File: config.mk
export PLATFORM = sky130hd
export DESIGN_NAME = fetch
export DESIGN_NICKNAME = d
export VERILOG_FILES = /design/src/rtl/fetch.sv
export SDC_FILE = /design/constraint.sdc
export NUM_CORES = 1
export LEC_CHECK = 0
export CAP_MARGIN = 0
export CORE_MARGIN = 1.5
export CORE_UTILIZATION = 45
export CTS_CLUSTER_DIAMETER = 30
export DETAILED_ROUTE_END_ITERATION = 7
export PLACE_DENSITY = 0.8
export SYNTH_ARGS = -nofsm -noshare
export SYNTH_HDL_FRONTEND = slang
export SYNTH_SLANG_ARGS = --single-unit
File: constraint.sdc
create_clock -name clk -period 2.9 [get_ports clk]
set_input_delay 0.58 -clock clk [delete_from_list [all_inputs] [get_ports clk]]
set_output_delay 0.58 -clock clk [all_outputs]
set_load 0.05 [all_outputs]
File: src/rtl/fetch.sv
`default_nettype none
// +--------------------------------------------------------------------------+
// | fetch : IF stage - owns the PC, drives imem, loads the IF/ID register     |
// | Rev 1.0 : initial release                                                 |
// +--------------------------------------------------------------------------+
module fetch #(
  parameter logic [31:0] RESET_PC = 32'h0000_0000,
  parameter logic [31:0] INT0_VEC = 32'h0000_0002,
  parameter logic [31:0] INT1_VEC = 32'h0000_0004,
  parameter logic [4:0]  HALT_OP  = 5'b11111
) (
  input  logic        clk,
  input  logic        rst_n,
  input  logic        stall,
  input  logic        Branch,
  input  logic [31:0] BrPC,
  input  logic        intRet,
  input  logic [1:0]  Interrupt,
  output logic [31:0] imemAddr,
  input  logic [31:0] imemData,
  output logic [31:0] inst,
  output logic [31:0] pcOut,
  output logic        instValid,
  output logic        intValid,
  output logic [31:0] retPC,
  output logic [1:0]  intAck
);

  localparam logic [1:0] S_RUN  = 2'd0;
  localparam logic [1:0] S_HALT = 2'd1;
  localparam logic [1:0] S_ISR  = 2'd2;

  logic [1:0]  r_state;
  logic [31:0] r_pc;
  logic [31:0] r_inst;
  logic [31:0] r_pcOut;
  logic        r_instValid;
  logic        r_intValid;
  logic [31:0] r_retPC;
  logic [1:0]  r_intAck;

  logic        w_isHalt;
  logic        w_intAccept;
  logic [1:0]  w_intSel;
  logic [31:0] w_intVec;
  logic [31:0] w_pcInc;

  assign w_isHalt    = (imemData[31:27] == HALT_OP);
  assign w_intAccept = (r_state != S_ISR) && (Interrupt != 2'b00);
  // Line 0 wins when both requests are raised together.
  assign w_intSel    = Interrupt[0] ? 2'b01 : 2'b10;
  assign w_intVec    = Interrupt[0] ? INT0_VEC : INT1_VEC;
  assign w_pcInc     = r_pc + 32'd1;

  always_ff @(posedge clk or negedge rst_n) begin
    if (!rst_n) begin
      r_state     <= S_RUN;
      r_pc        <= RESET_PC;
      r_inst      <= 32'd0;
      r_pcOut     <= 32'd0;
      r_instValid <= 1'b0;
      r_intValid  <= 1'b0;
      r_retPC     <= 32'd0;
      r_intAck    <= 2'b00;
    end else begin
      r_intAck <= 2'b00;
      if (!stall) begin
        if (Branch) begin
          r_pc        <= BrPC;
          r_inst      <= 32'd0;
          r_pcOut     <= r_pc;
          r_instValid <= 1'b0;
          r_intValid  <= 1'b0;
          r_retPC     <= 32'd0;
          if (r_state == S_HALT) r_state <= S_RUN;
        end else if (w_intAccept) begin
          // Marker bubble carries the not-yet-executed PC as return address.
          r_pc        <= w_intVec;
          r_inst      <= 32'd0;
          r_pcOut     <= r_pc;
          r_instValid <= 1'b0;
          r_intValid  <= 1'b1;
          r_retPC     <= r_pc;
          r_intAck    <= w_intSel;
          r_state     <= S_ISR;
        end else begin
          case (r_state)
            S_HALT: begin
              r_inst      <= 32'd0;
              r_pcOut     <= r_pc;
              r_instValid <= 1'b0;
              r_intValid  <= 1'b0;
              r_retPC     <= 32'd0;
            end
            S_ISR: begin
              r_inst      <= imemData;
              r_pcOut     <= r_pc;
              r_instValid <= 1'b1;
              r_intValid  <= 1'b0;
              r_retPC     <= 32'd0;
              r_pc        <= w_pcInc;
              if (intRet) r_state <= S_RUN;
            end
            default: begin
              // HALT still advances the PC once, so it parks on the next word.
              r_inst      <= imemData;
              r_pcOut     <= r_pc;
              r_instValid <= 1'b1;
              r_intValid  <= 1'b0;
              r_retPC     <= 32'd0;
              r_pc        <= w_pcInc;
              r_state     <= w_isHalt ? S_HALT : S_RUN;
            end
          endcase
        end
      end
    end
  end

  assign imemAddr  = r_pc;
  assign inst      = r_inst;
  assign pcOut     = r_pcOut;
  assign instValid = r_instValid;
  assign intValid  = r_intValid;
  assign retPC     = r_retPC;
  assign intAck    = r_intAck;

endmodule
`default_nettype wire

==> results of run 1 <==
[final cells by class]
class                           instances  area (sq um)  share of cell area, %
Clock inverter                          7           116                   1.34
Multi-Input combinational cell        331          2310                   26.7
Timing Repair Buffer                  217          2150                   24.8
Sequential cell                       134          3350                   38.7
Inverter                                3          11.3                  0.130
Clock buffer                           25           505                   5.84
Tap cell                              172           215                   2.49
[cells in the mapped netlist (9+ instances only)]
master,instances
dfrtp_1,134
a22o_1,66
nand2_1,38
mux2_2,29
a21oi_1,28
nand3_1,26
nor2_1,25
clkbuf_1,24
o21ai_0,18
and3_1,11
buf_2,10
nand4_1,9
[sequential cells by signal (all words and copies together), names as in the netlist]
| register | count |
|---|---|
| r_state | 2 |
| retPC | 32 |
| imemAddr | 32 |
| instValid | 1 |
| inst | 32 |
| intValid | 1 |
| intAck | 2 |
| pcOut | 32 |
[routing by layer]
metal / global-route usage, % / part of all wire (%)
met3: 8.10 / 9.5
met2: 41.0 / 48
met4: 10.2 / 1.2
met5: 0 / 0
met1: 32.3 / 41
[kinds of logic (layout without fill, tap and decap cells)]
logic type	count (synthesis)	in the layout	synth area share [%]
multiplexers	29	29	5.63
AND/OR/NAND/NOR	146	146	13.6
flip-flops	134	134	57.8
XOR/XNOR	2	2	0.302
buffers and inverters	41	252	2.89
adder cells (fa/ha/maj)	1	1	0.216
AO/OA/AOI/OAI	153	153	19.6
[stage by stage]
| stage | TNS, ns | cell area, sq um |
|---|---|---|
| 2_1_floorplan | 0 | 5800 |
| 3_3_place_gp | -0.0305 | 8030 |
| 3_5_place_dp | -1.14 | 8030 |
| 4_1_cts | 0 | 8650 |
| 5_1_grt | 0 | 8660 |
| 6_report | 0 | 8660 |
[report_power, final]
group	switching, uW	total, uW	internal, uW
Sequential	269	2400	2130
Combinational	1360	2110	753
Clock	770	2240	1470
[worst paths after layout]
| kind | cells past startpoint | slack, ns | end | start |
|---|---|---|---|---|
| setup / recovery | 1 | 0.44 | imemAddr[7] | imemAddr[7] |
| hold / removal | 1 | 0.14 | inst[22] | rst_n |
| setup reg to reg | 5 | 0.51 | imemAddr[22] | imemAddr[0] |
| hold reg to reg | 2 | 0.49 | pcOut[4] | pcOut[4] |
| max in group asynchronous | 2 | 1.95 | retPC[15] | rst_n |
| min in group clk | 2 | 0.49 | pcOut[4] | pcOut[4] |
[layout by cell type (no fill, tap or decap), types with 5 or more instances in the layout]
cell type	count
buf_4	15
mux2_2	29
clkdlybuf4s50_1	200
nor3_1	6
nand2_1	38
o21ai_0	18
and3_1	11
a22o_1	66
clkbuf_8	5
a21oi_1	27
o211ai_1	7
clkbuf_16	17
nand3_1	26
dfrtp_1	134
nand4_1	9
nor2_1	25
==> impl_metrics.json, run 1 <==
{
  "outcome": "completed",
  "yosysTopAreaCellShare_pct": 57.8,
  "slowest_stage": "clkdlybuf4s50_1",
  "grt_pass1_wl_mm": 26.5,
  "drc_errors": 0,
  "startpoint_type": "flop",
  "crit_path_max_fanout": 10,
  "cts-root-buf": "clkbuf_16",
  "synth_edf_count": 0,
  "whs_ns": 0.141,
  "cp_slowest_stage_delay_ns": 0.88,
  "grt_overflow": 0,
  "min_period_over_period_pct": 84.7,
  "crit_type": "reg -> out",
  "numCtsBuffers": 17,
  "crit_family": "buffers and inverters",
  "postCtsSetupBuffers": 0,
  "die_h_microns": 117,
  "ys_types": 51,
  "drtPass1Iterations": 5,
  "ys_seq_area_share_pct": 57.8,
  "dp_hpwl_mm": 12.1,
  "gp_congestion": 0.902,
  "htree_num_levels": 4,
  "ys.flop_type": "dfrtp_1",
  "p_leak_uw": 0.00373,
  "finalCriticalPeriod_ns": 2.46,
  "finalSetupViolCount": 0,
  "fin_util_pct": 68.6,
  "grt_max_degree": 69,
  "power.density_nw_per_um2": 779,
  "netlist_top_cells_area": "dfrtp_1 58%, a22o_1 10%, mux2_2 5.6%",
  "dp.cells": 857,
  "die_w_microns": 117,
  "cp.required_ns": 2.32,
  "syn_inst": 506,
  "hold_viol_final": 0,
  "core_area_sq_um": 12600,
  "fmax_mhz": 407,
  "place_ws_ns": -0.203,
  "cts_hold_buf": 0,
  "fin_skew_ns": 0.00764,
  "floorplan.initialDensity_pct": 46.0,
  "ios": 203,
  "hp-class": "in -> async",
  "path_clk_slew_ns": 0.06,
  "stdcell_count": 889,
  "maxCapViolCount": 0,
  "cts_resized": 0,
  "synth_seq_cells": 134,
  "path_cells": "clkdlybuf4s50_1",
  "cts_tree": "yes",
  "ys_async_sr_fraction_pct": 100,
  "antenna_cells": 0,
  "ctsLongestPathBuffers": 2,
  "yosys.area.top_type": "dfrtp_1",
  "drive_above_1_share_pct": 12.3,
  "first_iter_violations": 354,
  "ant_nets": 0,
  "routed_via_density": 5.78,
  "wl_per_cell_microns": 19.6,
  "setup_ws_ns": 0.444,
  "antenna_found_initial": 0,
  "syn_nets": 578,
  "nFillCells": 945,
  "grt_pass1_vias": 4959,
  "insertion_delay_ns": 0.41,
  "area_growth_pct": 49.2,
  "ir_worst_vdd_v": 0.000455,
  "rsz0062_at_grt": "false",
  "critPathArrivalTime_ns": 1.88,
  "syn_avg_cell_area_sq_um": 11.5,
  "end_kind": "output port",
  "total_power_uw": 6750,
  "cts.sink_count": 134,
  "num-nets-final": 776,
  "tightestPinTransition_ns": 0.778,
  "drv_slew": 0,
  "ys_warn_count": 0,
  "dieArea_sq_um": 13600,
  "via_count": 5139,
  "maxSlewHeadroom_pct": 48.0,
  "grt_usage_pct": 25.5,
  "wl_mm": 17.4,
  "critPathBufInv": 1,
  "syn-cell-area_sq_um": 5800,
  "num_rows": 41,
  "port_buffers": 202
}
Power figures use the tool's default switching activity.
==> run 2: changes to the inputs <==
--- a/config.mk
+++ b/config.mk
@@ -7,10 +7,10 @@
 export LEC_CHECK = 0
 export CAP_MARGIN = 0
 export CORE_MARGIN = 1.5
-export CORE_UTILIZATION = 45
+export CORE_UTILIZATION = 41
 export CTS_CLUSTER_DIAMETER = 30
 export DETAILED_ROUTE_END_ITERATION = 7
-export PLACE_DENSITY = 0.8
+export PLACE_DENSITY = 0.77
 export SYNTH_ARGS = -nofsm -noshare
 export SYNTH_HDL_FRONTEND = slang
 export SYNTH_SLANG_ARGS = --single-unit
==> constraint.sdc (replaced) <==
create_clock -name clk -period 2.15 [get_ports clk]
set_input_delay 0.43 -clock clk [delete_from_list [all_inputs] [get_ports clk]]
set_output_delay 0.43 -clock clk [all_outputs]
set_load 0.05 [all_outputs]
==> impl_metrics.json, run 2 (synthesized netlist as in run 1, its figures left out) <==
{
  "outcome": "completed",
  "ios": 203,
  "num-nets-final": 813,
  "crit_path_max_fanout": 3,
  "slowest_stage": "clkdlybuf4s50_1",
  "fin_util_pct": 64.6,
  "cp_slowest_stage_delay_ns": 0.83,
  "fmax_mhz": 481,
  "ant_nets": 0,
  "insertion_delay_ns": 0.42,
  "cts.sink_count": 134,
  "min_period_over_period_pct": 96.8,
  "total_power_uw": 9120,
  "wl_per_cell_microns": 19.5,
  "hp-class": "reg -> reg",
  "finalSetupViolCount": 0,
  "grt_pass1_vias": 5271,
  "cts-root-buf": "clkbuf_16",
  "dieArea_sq_um": 14900,
  "grt_usage_pct": 24.8,
  "maxCapViolCount": 0,
  "drtPass1Iterations": 5,
  "core_area_sq_um": 13800,
  "crit_family": "buffers and inverters",
  "drc_errors": 0,
  "antenna_found_initial": 0,
  "area_growth_pct": 53.9,
  "finalCriticalPeriod_ns": 2.08,
  "num_rows": 43,
  "antenna_cells": 0,
  "p_leak_uw": 0.00401,
  "grt_overflow": 0,
  "ir_worst_vdd_v": 0.000582,
  "htree_num_levels": 4,
  "hold_viol_final": 0,
  "gp_congestion": 0.949,
  "fin_skew_ns": 0.00810,
  "place_area_sq_um": 8310,
  "end_kind": "output port",
  "design_area_sq_um": 8930,
  "via_count": 5307,
  "cp.required_ns": 1.72,
  "grt_pass1_wl_mm": 28.2,
  "power.density_nw_per_um2": 1020,
  "mostFrequentLayoutCells": "172 x clkdlybuf4s50_1, 130 x dfrtp_1, 66 x a22o_1",
  "setup_ws_ns": 0.0694,
  "numCtsBuffers": 17,
  "dp_hpwl_mm": 13.1,
  "tightestPinTransition_ns": 0.534,
  "routed_via_density": 5.69,
  "first_iter_violations": 407,
  "drive_above_1_share_pct": 18.0,
  "floorplan.initialDensity_pct": 42.0,
  "critPathArrivalTime_ns": 1.65,
  "die_h_microns": 122,
  "path_cells": "clkdlybuf4s50_1",
  "die_w_microns": 122,
  "nFillCells": 1059,
  "rsz0062_at_grt": "true",
  "startpoint_type": "flop",
  "grt_max_degree": 70,
  "worst-r2r-setup-slack_ns": 0.09,
  "cts_tree": "yes",
  "final_common_cell": "clkdlybuf4s50_1",
  "crit_type": "reg -> out",
  "wl_mm": 18.2,
  "path_clk_slew_ns": 0.06,
  "port_buffers": 202,
  "critPathBufInv": 1,
  "drv_slew": 0,
  "ctsLongestPathBuffers": 2,
  "place_ws_ns": 0.00221,
  "maxSlewHeadroom_pct": 64.3
}
[run 2: cell count changes in the layout (fill, tap and decap cells not counted), moves of 3 or more]
| cell | change |
|---|---|
| buf_4 | +38 |
| clkdlybuf4s50_1 | -28 |
| dfrtp_1 | -4 |
| dfrtp_2 | +4 |
| dlygate4sd2_1 | +23 |
| clkbuf_1 | -3 |
[run 2: worst paths after layout]
| path | startpoint | end | cells after the start |
|---|---|---|---|
| worst min register to register | intValid | intValid | 1 |
| worst max-delay path | imemAddr[15] | imemAddr[15] | 1 |
| worst min-delay path | intValid | intValid | 1 |
| max in group asynchronous | rst_n | inst[11] | 3 |
| worst max register to register | imemAddr[3] | imemAddr[21] | 6 |
| min in group asynchronous | rst_n | inst[4] | 2 |
[run 2: worst reg2reg max path: cells and delay by family, from the launching register on]
| family | cells | cell delay, ns |
|---|---|---|
| AND/OR/NAND/NOR | 3 | 0.97 |
| flip-flops | 1 | 0.45 |
| AO/OA/AOI/OAI | 2 | 0.31 |
| buffers and inverters | 1 | 0.21 |
[run 2: area by class of cell]
type                    instances  area, sq um  share of cell area, %
inverters                       3         11.3                  0.126
multi-input cells             331         2320                   25.9
well taps                     180          225                   2.52
clock buffers                  21          480                   5.38
repair buffers                254         2410                   27.0
flip-flops and latches        134         3360                   37.6
clock inverters                 9          125                   1.40
[run 2: power by group]
group	internal, uW	switching, uW
combinational	1050	1920
clock	1920	1050
sequential	2870	301
[run 2: per-stage QoR]
| stage | cells | setup TNS [ns] | hold slack (ns) |
|---|---|---|---|
| after floorplan | 506 | 0 | 0.134 |
| after global placement | 899 | 0 | 0.412 |
| after global routing | 932 | -0.0460 | 0.509 |
| after CTS | 930 | 0 | 0.482 |
| final | 932 | 0 | 0.476 |
| after detailed placement | 899 | 0 | 0.416 |
[run 2: repair_timing]
item | in CTS | in global routing
resized for setup | 23 | 5
hold endpoints to repair | 48 | 0
setup endpoints to repair | 23 | 7
pin swaps | 0 | 2
hold buffers | 1 | 0
buffers inserted | 0 | 2
[run 2: metal layers]
metal	routed length (microns)	vias to the layer above	track usage (%)
li1	-	2378	-
met3	1660	36	7.63
met2	8730	286	40.6
met5	0	-	0
met4	322	0	9.19
met1	7440	2607	31.0
==> patch: new RTL, flow settings as in run 2 <==
Make the reset (`rst_n`) synchronous in one clocked block.
--- a/src/rtl/fetch.sv
+++ b/src/rtl/fetch.sv
@@ -53,5 +53,5 @@
   assign w_pcInc     = r_pc + 32'd1;
 
-  always_ff @(posedge clk or negedge rst_n) begin
+  always_ff @(posedge clk) begin
     if (!rst_n) begin
       r_state     <= S_RUN;
Formal check against the unedited RTL: differs if rst_n is asserted again (counterexample within 4 cycles, from zero or initial values and one cycle with rst_n low); with rst_n held inactive, the same outputs for 4 cycles.
==> patch against run 2 <==
- cell area shrank 1.1%
- worst setup slack improved by 0.026 ns
- utilization rose by 1.8 points
- sequential cell count stayed put
- sequential share of layout area shrank 7.2 points
- fmax up 1.3%
- via count increased by 12%
- non-clock buffer count rose by 11
- global-route usage up 0.33 points
- wire length rose by 1.7%
- synthesized area shrank 3.3%
- die area fell by 3.2%
Power is not compared: it rests on default switching activity, and its combinational part moved more than twofold at a synthesized area within 25%.
==> patch: results (changes against run 2) <==
- Proportion of cell area occupied by multi-input gates: 0.303 (+0.0438)
- Static Leakage: approximately 3.5 nW
- Global router's overall resource usage: 0.252 (+0.00333)
- Cell variety after synth: 56 (+9.8%)
* Placement Rows: 42 (-2.3%)
- Async SR Flop Fraction: 0 (-1.00)
- Non-clk bufs: 265 (+4.3%)
- The post-detailed-routing wire length was 18.5 mm (+1.7%).
- Result of the run: finished clean
* Final worst clock skew: 0.00463 ns (-0.00347 ns)
- The flip-flop and latch share of the layout cell area was 0.304 (-0.0720).
- The post-synth net total is 709 (+23%).
- Class of the tightest hold or removal check: primary input to flop
- Via count of the routed design: 5928 (+12%)
- Portion of netlist area occupied by mux cells: 0.0682 (+0.0120)
- Xor and xnor area share after synthesis: 0.00156 (-0.00146)
- The largest net degree at the start of global routing came to 75 (+7.1%).
- The share of cells above drive strength 1 came to 0.129 (-0.0510).
- Sequential area share after synthesis: 0.478 (-0.0998)
- Vias in the first global route: 5801 (+10%)
- The post-synthesis compound-gate area fraction is 0.198 (+0.00288).
- The critical path arrival is 1.62 ns (-0.03 ns).
* Top cells by area in the synthesized netlist: dfxtp_1 48%, a22oi_1 8.7%, nor2_1 7.6%
- The synthesized-area fraction occupied by adder cells was 0.00223 (+0.0000735).
- The final net count is 938 (+15%).
- Non-clock buffer area fraction after layout: 0.287 (+0.0171)
- The number of clock buffers in the layout came to 19 (-9.5%).
- The number of inserted filler cells in the final layout was 1049 (-0.94%).
- The tightest slew margin relative to the limit was 0.597 (-0.0459).
- The worst reg-to-reg path cell count came to 7 (+1).
- Crit-path max FO: 2 (-1)
- Clk cell area share: 0.0769 (+0.00910)
- DRT iter0 DRCs: 359 (-12%)
- The post-DP HPWL came to 13.0 mm (-1.3%).
- The number of combinational gates with multiple inputs came to 440 (+33%).
- The area fraction of the dominant cell type after synthesis is 0.478 (-0.0998).
* Depth of the worst hold-timing path: 4 (+3)
- Resize count post-CTS: 18 (-22%)
- The count of inverters other than clock inverters in the layout came to 8 (+5).
- Total placed instance area: 8170 sq um (-1.7%)
- Post-synth top flop: dfxtp_1
## patch: cell count changes in the layout (fill, tap and decap cells not counted), sizes merged, moves of 4 or more
cell,before,now
a211oi,0,5
dfrtp,134,0
buf,57,67
dfxtp,0,134
inv,3,7
dlygate4sd2,23,18
nor2,25,114
or3,4,0
nand4,10,15
a22oi,4,65
mux2,29,2
a22o,66,1
mux2i,0,36
clkdlybuf4s50,172,179
## patch: through the flow
stage          utilization  setup TNS (ns)  std cells  hold slack (ns)
5_1_grt              0.665               0       1055            0.479
2_1_floorplan            -               0        637            0.469
4_1_cts              0.664               0       1055            0.438
6_report             0.665               0       1055            0.465
3_5_place_dp         0.614          -10.29       1023            0.484
3_3_place_gp         0.614           -6.92       1023            0.473
## patch: path summary, 6_finish.rpt
| kind | startpoint | end | slack [ns] |
|---|---|---|---|
| max reg2reg | imemAddr[1] | imemAddr[30] | 0.15 |
| max | inst[9] | inst[9] | 0.1 |
| min | stall | imemAddr[26] | 0.47 |
| min reg2reg | instValid | instValid | 0.49 |
## patch: layer usage
metal / vias to the layer above / wire length (microns) / track usage
met5: - / 0 / 0
li1: 2768 / - / -
met3: 49 / 1330 / 0.0661
met2: 295 / 8940 / 0.415
met1: 2816 / 7690 / 0.302
met4: 0 / 516 / 0.127
## patch: kinds of logic after synthesis
| family | count (synthesis) |
|---|---|
| muxes | 38 |
| adders and majority gates | 1 |
| buffers and inverters | 63 |
| and+or+nand+nor | 243 |
| DFF | 134 |
| AOI/OAI and AO/OA | 157 |
| xor gates and xnor gates | 1 |
## patch: power by group
group          switching, W  internal (W)
Clock               0.00108       0.00223
Sequential        0.0000510       0.00255
Combinational      0.000555      0.000379
Total               0.00169       0.00516
